**src/rtl/fir_pkg.sv**
```systemverilog
// Shared constants for the FIR coefficient loader and tap chain.
// State encoding, default sizes and the weight-slice offset helper.
package fir_pkg;

  localparam int DEF_DATA_WIDTH = 24;
  localparam int DEF_NUM_TAPS   = 8;

  localparam logic [1:0] ST_IDLE = 2'd0;
  localparam logic [1:0] ST_LOAD = 2'd1;
  localparam logic [1:0] ST_RUN  = 2'd2;

  function automatic int w_off(
    input int k,
    input int dw
  );
    return k * dw;
  endfunction

endpackage

```
**src/rtl/fir_coeff_bank.sv**
```systemverilog
// Shadow coefficient registers with an atomic commit to the weight bus.
// Ports: i_wr/iv_idx/iv_data write a slot, i_commit copies to ov_weights.
module fir_coeff_bank
  import fir_pkg::*;
#(
  parameter  int DATA_WIDTH = DEF_DATA_WIDTH,
  parameter  int NUM_TAPS   = DEF_NUM_TAPS,
  localparam int CNT_WIDTH  = $clog2(NUM_TAPS)
) (
  input  logic                         i_clk,
  input  logic                         i_rst_n,
  input  logic                         i_wr,
  input  logic [CNT_WIDTH-1:0]         iv_idx,
  input  logic [DATA_WIDTH-1:0]        iv_data,
  input  logic                         i_commit,
  output logic [NUM_TAPS*DATA_WIDTH-1:0] ov_weights
);

  logic [DATA_WIDTH-1:0] shadow     [NUM_TAPS];
  logic [DATA_WIDTH-1:0] shadow_nxt [NUM_TAPS];
  logic [NUM_TAPS*DATA_WIDTH-1:0] flat;

  always_comb begin
    shadow_nxt = shadow;
    if (i_wr)
      shadow_nxt[iv_idx] = iv_data;
  end

  // Commit sees the word written on the same edge, so the
  // last coefficient lands together with the rest of the set.
  always_comb begin
    flat = '0;
    for (int k = 0; k < NUM_TAPS; k++)
      flat[w_off(k, DATA_WIDTH) +: DATA_WIDTH] = shadow_nxt[k];
  end

  always_ff @(posedge i_clk or negedge i_rst_n) begin
    if (!i_rst_n) begin
      shadow     <= '{default: '0};
      ov_weights <= '0;
    end else begin
      shadow <= shadow_nxt;
      if (i_commit)
        ov_weights <= flat;
    end
  end

endmodule

```
**src/rtl/fir_coeff_loader.sv**
```systemverilog
// Loads FIR coefficients into a shadow bank, commits them atomically,
// then streams samples to tap 0 with a one-cycle enable pulse.
module fir_coeff_loader
  import fir_pkg::*;
#(
  parameter  int DATA_WIDTH = DEF_DATA_WIDTH,
  parameter  int NUM_TAPS   = DEF_NUM_TAPS,
  localparam int CNT_WIDTH  = $clog2(NUM_TAPS)
) (
  input  logic                           i_clk,
  input  logic                           i_rst_n,
  input  logic                           i_load_start,
  input  logic                           i_coef_valid,
  input  logic [DATA_WIDTH-1:0]          iv_coef,
  output logic                           o_coef_ready,
  input  logic                           i_sample_valid,
  input  logic [DATA_WIDTH-1:0]          iv_sample,
  output logic                           o_sample_ready,
  output logic                           o_en,
  output logic [DATA_WIDTH-1:0]          ov_din,
  output logic [NUM_TAPS*DATA_WIDTH-1:0] ov_weights,
  output logic                           o_loaded,
  output logic                           o_busy
);

  localparam logic [CNT_WIDTH-1:0] LAST =
    CNT_WIDTH'(NUM_TAPS - 1);

  logic [1:0]           state;
  logic [CNT_WIDTH-1:0] cnt;
  logic                 coef_acc;
  logic                 samp_acc;
  logic                 last_acc;

  // A load request wins over any same-cycle word or sample.
  assign o_coef_ready   = (state == ST_LOAD) && !i_load_start;
  assign o_sample_ready = (state == ST_RUN) && !i_load_start;
  assign o_busy         = (state == ST_LOAD);

  assign coef_acc = i_coef_valid && o_coef_ready;
  assign samp_acc = i_sample_valid && o_sample_ready;
  assign last_acc = coef_acc && (cnt == LAST);

  fir_coeff_bank #(
    .DATA_WIDTH (DATA_WIDTH),
    .NUM_TAPS   (NUM_TAPS)
  ) u_bank (
    .i_clk      (i_clk),
    .i_rst_n    (i_rst_n),
    .i_wr       (coef_acc),
    .iv_idx     (cnt),
    .iv_data    (iv_coef),
    .i_commit   (last_acc),
    .ov_weights (ov_weights)
  );

  always_ff @(posedge i_clk or negedge i_rst_n) begin
    if (!i_rst_n) begin
      o_en   <= 1'b0;
      ov_din <= '0;
    end else begin
      o_en <= samp_acc;
      if (samp_acc)
        ov_din <= iv_sample;
    end
  end

  always_ff @(posedge i_clk or negedge i_rst_n) begin
    if (!i_rst_n) begin
      state    <= ST_IDLE;
      cnt      <= '0;
      o_loaded <= 1'b0;
    end else begin
      case (state)
        ST_IDLE: begin
          if (i_load_start) begin
            state <= ST_LOAD;
            cnt   <= '0;
          end
        end
        ST_LOAD: begin
          if (i_load_start) begin
            cnt <= '0;
          end else if (last_acc) begin
            state    <= ST_RUN;
            cnt      <= '0;
            o_loaded <= 1'b1;
          end else if (coef_acc) begin
            cnt <= cnt + CNT_WIDTH'(1);
          end
        end
        ST_RUN: begin
          if (i_load_start) begin
            state    <= ST_LOAD;
            cnt      <= '0;
            o_loaded <= 1'b0;
          end
        end
        default: begin
          state    <= ST_IDLE;
          cnt      <= '0;
          o_loaded <= 1'b0;
        end
      endcase
    end
  end

endmodule

```
**config.mk**
```make
export PLATFORM = sky130hd
export DESIGN_NAME = fir_coeff_loader
export DESIGN_NICKNAME = d
export VERILOG_FILES = /design/src/rtl/fir_pkg.sv /design/src/rtl/fir_coeff_bank.sv /design/src/rtl/fir_coeff_loader.sv
export SDC_FILE = /design/constraint.sdc
export NUM_CORES = 1
export LEC_CHECK = 0
export BUFFER_PORTS_ARGS = -buffer_cell sky130_fd_sc_hd__clkbuf_2
export CAP_MARGIN = 0
export CORE_UTILIZATION = 55
export CTS_BUF_LIST = sky130_fd_sc_hd__clkbuf_4 sky130_fd_sc_hd__clkbuf_8 sky130_fd_sc_hd__clkbuf_16
export CTS_CLUSTER_DIAMETER = 40
export CTS_CLUSTER_SIZE = 8
export DETAILED_ROUTE_END_ITERATION = 10
export PLACE_DENSITY = 0.78
export SKIP_LAST_GASP = 1
export SLEW_MARGIN = 15
export SYNTH_ARGS = -nofsm -noshare
export SYNTH_HDL_FRONTEND = slang
export SYNTH_SLANG_ARGS = --single-unit
```
**constraint.sdc**
```tcl
create_clock -name i_clk -period 2.31 [get_ports i_clk]
set_clock_uncertainty 0.2 [all_clocks]
set_input_delay 0.3465 -clock i_clk [delete_from_list [all_inputs] [get_ports i_clk]]
set_output_delay 0.3465 -clock i_clk [all_outputs]
set_load 0.03 [all_outputs]
```
Word level (Yosys, flattened, before mapping)
Index checks and enable logic that the tools add are counted.
{"block": "classes", "n_lt_le_gt_ge": 2, "div": 0, "n_bitwise": 2, "n_eq_ne": 8, "mul": 0, "shifts": 0, "mux": 17, "add_sub_neg": 1, "reduce_logical": 12}
{"cell": "$bwmux 192", "n": 1}
{"cell": "$mux 192", "n": 1}
{"cell": "$demux 24 s3", "n": 1}
{"cell": "$mux 24", "n": 1}
{"cell": "$mux 3", "n": 4}
{"cell": "$logic_and 1x1->1", "n": 6}
{"cell": "$mux 2", "n": 3}
{"cell": "$pmux 3 s2", "n": 1}
{"cell": "$ge 4x4->1 const B", "n": 1}
{"cell": "$lt 4x1->1 const B", "n": 1}
{"cell": "$ne 2x1->1 const B", "n": 2}
{"cell": "$ne 2x2->1 const B", "n": 2}
{"cell": "$ne 4x2->1 const B", "n": 1}
{"cell": "$not 3->4", "n": 1}
{"cell": "$pmux 2 s2", "n": 1}
{"cell": "$reduce_and 4->1", "n": 1}
{"cell": "$add 3x1->3 const B", "n": 1}
{"cell": "$eq 3x3->1 const B", "n": 1}
{"cell": "$mux 1", "n": 3}
{"cell": "$pmux 1 s3", "n": 1}
{"cell": "$reduce_and 3->1", "n": 1}
{"cell": "$eq 2x1->1 const B", "n": 1}
{"cell": "$eq 2x2->1 const B", "n": 1}
{"cell": "$logic_not 2->1", "n": 1}
{"cell": "other kinds (4)", "n": 4}
{"block": "totals", "wordCells": 56, "latchBits": 0, "rom_bits": 0, "mem_bits_rw": 0, "output_inout_bits": 221, "n_memories": 0, "reg_bits": 415}

Longest topological paths before layout
Gate-level depths: netlist of the first run.
{"block": "depth", "ltp_word": 7, "mapped_depth": 8, "mapped_depth_nobuf": 5}

Hierarchy
From an unflattened synthesis of the first run, not the netlist that was laid out.
{"block": "unflattened", "hier_cells": 905, "hier_area_um2": 16135.5}
{"module": "fir_coeff_bank", "seq_area_each_um2": 9609.2, "n_inst": 1, "area_per_inst_um2": 14869.3, "cells_each": 820}
{"module": "fir_coeff_loader", "seq_area_each_um2": 775.7, "n_inst": 1, "area_per_inst_um2": 1266.2, "cells_each": 85}

Worst setup path before layout of the first run
Ideal clock, no wire load.
{"block": "synth_path", "path_type": "flip-flop to flip-flop", "startpoint": "register state[1]", "endpoint": "register u_bank.ov_weights[102]", "slack_ps": 374, "required_time_ps": 1979, "path_stages_with_launch": 8, "arrival_time_ps": 1605, "synth_period_minus_slack_ps": 1936, "cell_sequence": "dfrtp_1 -> buf_6 -> or4b_1 -> buf_2 -> buf_6 -> buf_6 -> o21ai_1 -> a31oi_1"}
{"block": "synth_between", "elab_chain_len": 4}
{"item": "start: declaration", "line_no": "fir_coeff_loader.sv:29", "text": "logic [1:0] state;"}
{"item": "start signal: assignment", "line_no": "fir_coeff_loader.sv:70", "text": "state <= ST_IDLE;"}
{"item": "start signal: assignment", "line_no": "fir_coeff_loader.sv:77", "text": "state <= ST_LOAD;"}
{"item": "start signal: assignment", "line_no": "fir_coeff_loader.sv:85", "text": "state <= ST_RUN;"}
{"item": "$eq 2x1->1 (*)", "line_no": "fir_coeff_loader.sv:36", "text": "assign o_coef_ready = (state == ST_LOAD) && !i_load_start;"}
{"item": "$logic_and 1x1->1 (*)", "line_no": "fir_coeff_loader.sv:36"}
{"item": "$logic_and 1x1->1 (*)", "line_no": "fir_coeff_loader.sv:40", "text": "assign coef_acc = i_coef_valid && o_coef_ready;"}
{"item": "$mux 192 / $logic_and 1x1->1 (equally long branches)", "line_no": "fir_coeff_bank.sv:25, fir_coeff_loader.sv:42"}
{"item": "end signal: assignment", "line_no": "fir_coeff_bank.sv:44", "text": "ov_weights <= flat;"}
{"item": "end: declaration", "line_no": "fir_coeff_bank.sv:16", "text": "output logic [NUM_TAPS*DATA_WIDTH-1:0] ov_weights"}
Every way passes the cells marked *; elsewhere a longest branch is shown, timed or not.
A chain may end at the register's enable or synchronous reset.

Worst setup path in the final report of the first run
{"block": "layout_path", "startpoint": "register state[1]", "endpoint": "register u_bank.ov_weights[94]"}
The elaborated chain is that of the path after synthesis.

==> results of run 1 <==
## final timing paths
kind                                    from                endpoint  cells after the start
max reg2reg                         state[1]   u_bank.ov_weights[94]                      6
min reg2reg                u_bank.shadow[95]       u_bank.shadow[95]                      2
min                              iv_coef[22]      u_bank.shadow[118]                      4
max                                 state[1]   u_bank.ov_weights[94]                      6
max in group asynchronous            i_rst_n  u_bank.ov_weights[184]                      3
min in group asynchronous            i_rst_n   u_bank.ov_weights[59]                      2
## state kept, by name (all words and copies together) (netlist names)
signal             count
u_bank.ov_weights    192
u_bank.shadow        192
ov_din                24
cnt                    3
state                  2
o_en                   1
o_loaded               1
## area by class of cell
type,instances,share of cell area
tap,396,0.0232
timing repair buffer,397,0.135
inverter,2,0.000704
multi-input combinational,1089,0.277
clock inverter,4,0.00229
sequential,415,0.487
clock buffer,68,0.0749
## cell families after synthesis
logic type      after synthesis
fa+ha+maj                     2
simple gates                479
mux                          25
flops                       415
buf+inv                     166
compound gates              583
## power by group
group          switching [mW]  total, mW  internal [mW]  leakage, nW
Sequential              0.153       7.93           7.78         5.68
Clock                    2.99       7.86           4.87        0.818
Combinational            1.17       1.71          0.536         4.56
## routing by layer
metal | wire length [um] | track usage
met1 | 20500 | 0.454
met2 | 26300 | 0.553
met3 | 6290 | 0.0857
met4 | 2940 | 0.174
met5 | 0 | 0
## cell usage in the layout (no fill, tap or decap), types with 24 or more instances in the layout
master / n
a21oi_1: 194
a31oi_1: 193
and4_1: 24
buf_12: 36
buf_4: 54
clkbuf_16: 61
clkbuf_2: 270
dfrtp_1: 414
dlygate4sd3_1: 33
mux2_2: 25
nand2_1: 306
nand3_1: 65
o21ai_0: 139
o21ai_1: 49
## critical path, cell delays in order (launching register included)
cell	delay, ns
dfrtp_1	0.44
or3b_4	0.49
inv_8	0.07
buf_4	0.26
buf_16	0.32
a21oi_1	0.15
a31oi_1	0.19
## timing repair
item | in CTS | in global routing
hold endpoints to repair | 417 | 1
pin swaps | 0 | 0
resized for setup | 4 | 3
endpoints found under the setup margin | 1 | 2
hold buffers | 32 | 1
setup buffers | 1 | 0
## metrics by stage
stage | power [mW] | setup WS, ns | setup TNS, ns | instance area [um2] | instances
6_report | 17.5 | 0.0416 | 0 | 21300 | 2371
5_1_grt | 18.0 | -0.0121 | -0.0139 | 21300 | 2371
4_1_cts | 17.5 | 0.0474 | 0 | 21300 | 2370
3_5_place_dp | 9.63 | 0.0987 | 0 | 19300 | 2265
3_3_place_gp | 9.55 | 0.192 | 0 | 19300 | 2265
2_1_floorplan | 8.88 | 0.374 | 0 | 17000 | 1670
==> results.json, run 1 <==
{
  "dr.pass1.iters": 6,
  "drt-initial-drc-count": 1988,
  "die_area_um2": 31700,
  "post-dp-hpwl_um": 34200,
  "setup_viol": 0,
  "maxCapViolations": 0,
  "numCtsBuffers": 60,
  "cts.clk_slew.worst_paths_ns": 0.05,
  "yosys.area.top_type_share": 0.609,
  "synthFlopType": "dfrtp_1",
  "async_reset_ff_frac": 1.00,
  "cp_max_fo": 70,
  "ys_seq_area_frac": 0.609,
  "hold_class": "input pin to flop",
  "synth_area_leaders": "dfrtp_1 (61%), a31oi_1 (7.1%), nand2_1 (6.7%)",
  "syn-num-nets": 1725,
  "max_freq_mhz": 441,
  "vias": 15500,
  "crit_type": "flop to flop",
  "yosys.area_share.simple": 0.138,
  "cts.sinks": 415,
  "synth.ff_latch_count": 415,
  "cts_buffer_depth": 3,
  "routed_wl_um": 56000,
  "area_delta_synth_final_pct": 25.1,
  "die_x_um": 178,
  "drive_gt1_frac": 0.242,
  "row_count": 64,
  "tightest_slew_ns": 0.724,
  "critPathRequiredTime_ns": 2.58,
  "rsz0062_at_grt": "true",
  "timing.hold.ws_ns": 0.0644,
  "avgRoutedWirePerCell_um": 23.6,
  "initial_utilization": 0.558,
  "syn_inst": 1670,
  "synth_edf_count": 0,
  "slew_headroom": 0.511,
  "crit_arrival_ns": 2.54,
  "multiInputGateArea_um2": 5910,
  "synth-compound-area-share": 0.187,
  "grtUsageTotal": 0.351,
  "avgSynthCellArea_um2": 10.2,
  "grt_max_degree": 77,
  "reg2reg_slack_ns": 0.04,
  "synth.mux.area_fraction": 0.0165,
  "synth_top_family_by_area": "compound AO/OA/AOI/OAI gates",
  "yosys-top-cells-count": "dfrtp_1 (415), nand2_1 (306), a21oi_1 (194)",
  "grt_pass1_vias": 15200,
  "cts.htree.levels": 2,
  "root_buffer": "clkbuf_16",
  "synth.most_common_cell": "dfrtp_1",
  "netlist_area_um2": 17000,
  "clk_latency_ns": 0.56,
  "gp_congestion": 0.868,
  "numPortBuffers": 273,
  "antenna_found_initial": 0,
  "yosys.area_share.adder": 0.00147,
  "die_height_um": 178,
  "yosysTopAreaCell": "dfrtp_1",
  "cp-start-kind": "flop",
  "drtAntennaViolNets": 0,
  "ios": 274,
  "viasPerCell": 6.54,
  "status": "finished, final reports clean",
  "power_density_nw_per_um2": 820,
  "p_leak_nw": 11.1,
  "fillers": 2132,
  "ir_worst_vdd_v": 0.000617,
  "cts_tree": "yes",
  "grt_pass1_wl_um": 85000,
  "synthXorXnorAreaFrac": 0,
  "drv_slew": 0,
  "overflow": 0,
  "drc_errors": 0,
  "final-seq-area_um2": 10400,
  "post-route-util": 0.699,
  "num-nets-final": 2020,
  "hold_violations": 0,
  "coreArea_um2": 30500,
  "n_antenna_cell": 0,
  "post-route-min-period_ns": 2.27,
  "end_kind": "flop",
  "yosysUniqueCellTypes": 36,
  "timing.final.crit_share": 0.982,
  "yosysWarnings": 0
}
(Power assumes the default switching activity.)
==> inputs of run 2 (changes only) <==
MAX_ROUTING_LAYER = met4   (was not set)
==> run 2 against run 1 <==
  * Register-to-register slack barely moved
  * Sequential power hardly changed
  * Via count fell by 0.89%
  * Maximum frequency increased by 0.39%
  * Die area stayed put
  * Global-route usage is 1.2 points higher
  * Sequential cell count did not move
  * Sequential share of layout area is essentially flat
  * Largest cell class unchanged
  * Highest routed layer unchanged
==> results.json, run 2 (same netlist as run 1, synthesis figures left out) <==
{
  "end_kind": "output pin",
  "hold_class": "input pin to flop",
  "stdcell_count": 2371,
  "post-route-min-period_ns": 2.26,
  "area_delta_synth_final_pct": 25.2,
  "pre_cts_slack_ns": 0.0987,
  "place_area_um2": 19300,
  "min_path_cells": 4,
  "tns_ns": 0,
  "die_area_um2": 31700,
  "reg2reg_depth": 6,
  "dpl.cell_count": 2265,
  "maxCapViolations": 0,
  "drtAntennaViolNets": 0,
  "reg2reg_slack_ns": 0.05,
  "layout_commonest_cell": "dfrtp_1",
  "die_x_um": 178,
  "crit_buf_inv": 2,
  "grt_pass1_vias": 15200,
  "power.total_mw": 17.5,
  "tightest_slew_ns": 0.693,
  "crit_chain": "or3b_4, inv_8, clkbuf_8",
  "p_leak_nw": 11.1,
  "avgRoutedWirePerCell_um": 23.6,
  "rr_endpoint": "u_bank.ov_weights[94]",
  "max_freq_mhz": 443,
  "cts_buffer_depth": 3,
  "cp-start-kind": "flop",
  "top_regs": "u_bank.ov_weights (192), u_bank.shadow (192), ov_din (24)",
  "initial_utilization": 0.558,
  "drt-initial-drc-count": 1894,
  "timing.final.crit_share": 0.978,
  "coreArea_um2": 30500,
  "root_buffer": "clkbuf_16",
  "post-dp-hpwl_um": 34200,
  "viasPerCell": 6.48,
  "cts.clk_slew.worst_paths_ns": 0.05,
  "antenna_found_initial": 0,
  "fin_ws_ns": 0.0504,
  "slew_headroom": 0.532,
  "numCtsBuffers": 60,
  "drive_gt1_frac": 0.242,
  "ios": 274,
  "num-nets-final": 2020,
  "vias": 15400,
  "crit_type": "flop to output pin",
  "status": "finished, final reports clean",
  "drc_errors": 0,
  "cts.sinks": 415,
  "final_cell_mix": "dfrtp_1 (414), nand2_1 (306), clkbuf_2 (270)",
  "gp_congestion": 0.883,
  "ir_worst_vdd_v": 0.000615,
  "overflow": 0,
  "crit_family": "simple AND/OR/NAND/NOR gates",
  "hp-start": "iv_coef[22]",
  "grt_max_degree": 77,
  "cpMaxStageDelayCell": "or3b_4",
  "setup_viol": 0,
  "numPortBuffers": 273,
  "cts.htree.levels": 2,
  "stdcell_area_um2": 21300,
  "row_count": 64,
  "cp_max_fo": 4,
  "die_height_um": 178,
  "grtUsageTotal": 0.363,
  "crit_arrival_ns": 1.71,
  "worstReg2RegStart": "state[1]",
  "drv_slew": 0,
  "grt_pass1_wl_um": 85100,
  "clk_latency_ns": 0.56,
  "critPathRequiredTime_ns": 1.76,
  "cts_tree": "yes",
  "fillers": 2132,
  "n_antenna_cell": 0,
  "hold_end": "u_bank.shadow[118]",
  "power_density_nw_per_um2": 819,
  "crit_path_max_incr_delay_ns": 0.49,
  "hold_violations": 0,
  "rsz0062_at_grt": "false",
  "dr.pass1.iters": 5,
  "cp.depth": 3,
  "routed_wl_um": 55800
}
==> run 2: changes by cell type in the layout (fill, tap and decap cells not counted) <==
cell and delta:
nor2_1 -1, nor2_2 +1
==> run 2: what timing repair did <==
action | CTS | global route
setup endpoints to repair | 1 | 2
hold endpoints to repair | 417 | 1
gates resized for setup | 4 | 4
buffers inserted | 1 | 0
hold buffers | 32 | 1
==> run 2: metrics by stage <==
| step | utilization | hold slack, ns |
|---|---|---|
| detailed placement | 0.633 | 0.0909 |
| global route | 0.699 | 0.0935 |
| finish | 0.699 | 0.0688 |
| CTS | 0.698 | 0.00892 |
| global placement | 0.633 | 0.0930 |
| floorplan | - | -0.149 |
==> run 2: final cells by class <==
type	count	area, um2	share of cell area
Clock buffer	68	1600	0.0749
Clock inverter	4	48.8	0.00229
Inverter	2	15.0	0.000704
Multi-Input combinational cell	1089	5910	0.277
Sequential cell	415	10400	0.487
Tap cell	396	495	0.0232
Timing Repair Buffer	397	2870	0.135
==> run 2: how the worst max path moves through the flow <==
stage | startpoint | slack, ns | to
CTS | state[0] | 0.05 | o_sample_ready
global route | state[1] | 0.01 | u_bank.ov_weights[94]
finish | state[1] | 0.05 | o_coef_ready
global placement | i_load_start | 0.19 | u_bank.ov_weights[30]
floorplan | state[1] | 0.37 | u_bank.ov_weights[102]
detailed placement | i_load_start | 0.1 | u_bank.ov_weights[41]
==> run 2: power by group <==
group | internal [mW] | switching (mW) | total, mW
registers | 7.78 | 0.152 | 7.93
logic | 0.536 | 1.17 | 1.70
clock network | 4.87 | 2.97 | 7.84
total | 13.2 | 4.29 | 17.5
==> run 2: tightest hold or removal path, stage by stage <==
cell and delay, ns:
clkbuf_2 0.10, and4b_1 0.19, nand2_1 0.09, nand2_1 0.05
==> run 2: metal layers <==
layer	part of all wire	wire length, um	vias up	track usage
li1	-	-	6570	-
met2	0.48	26600	998	0.552
met4	0.048	2710	0	0.174
met3	0.10	5810	177	0.0846
met5	0	0	-	-
met1	0.37	20700	7617	0.460
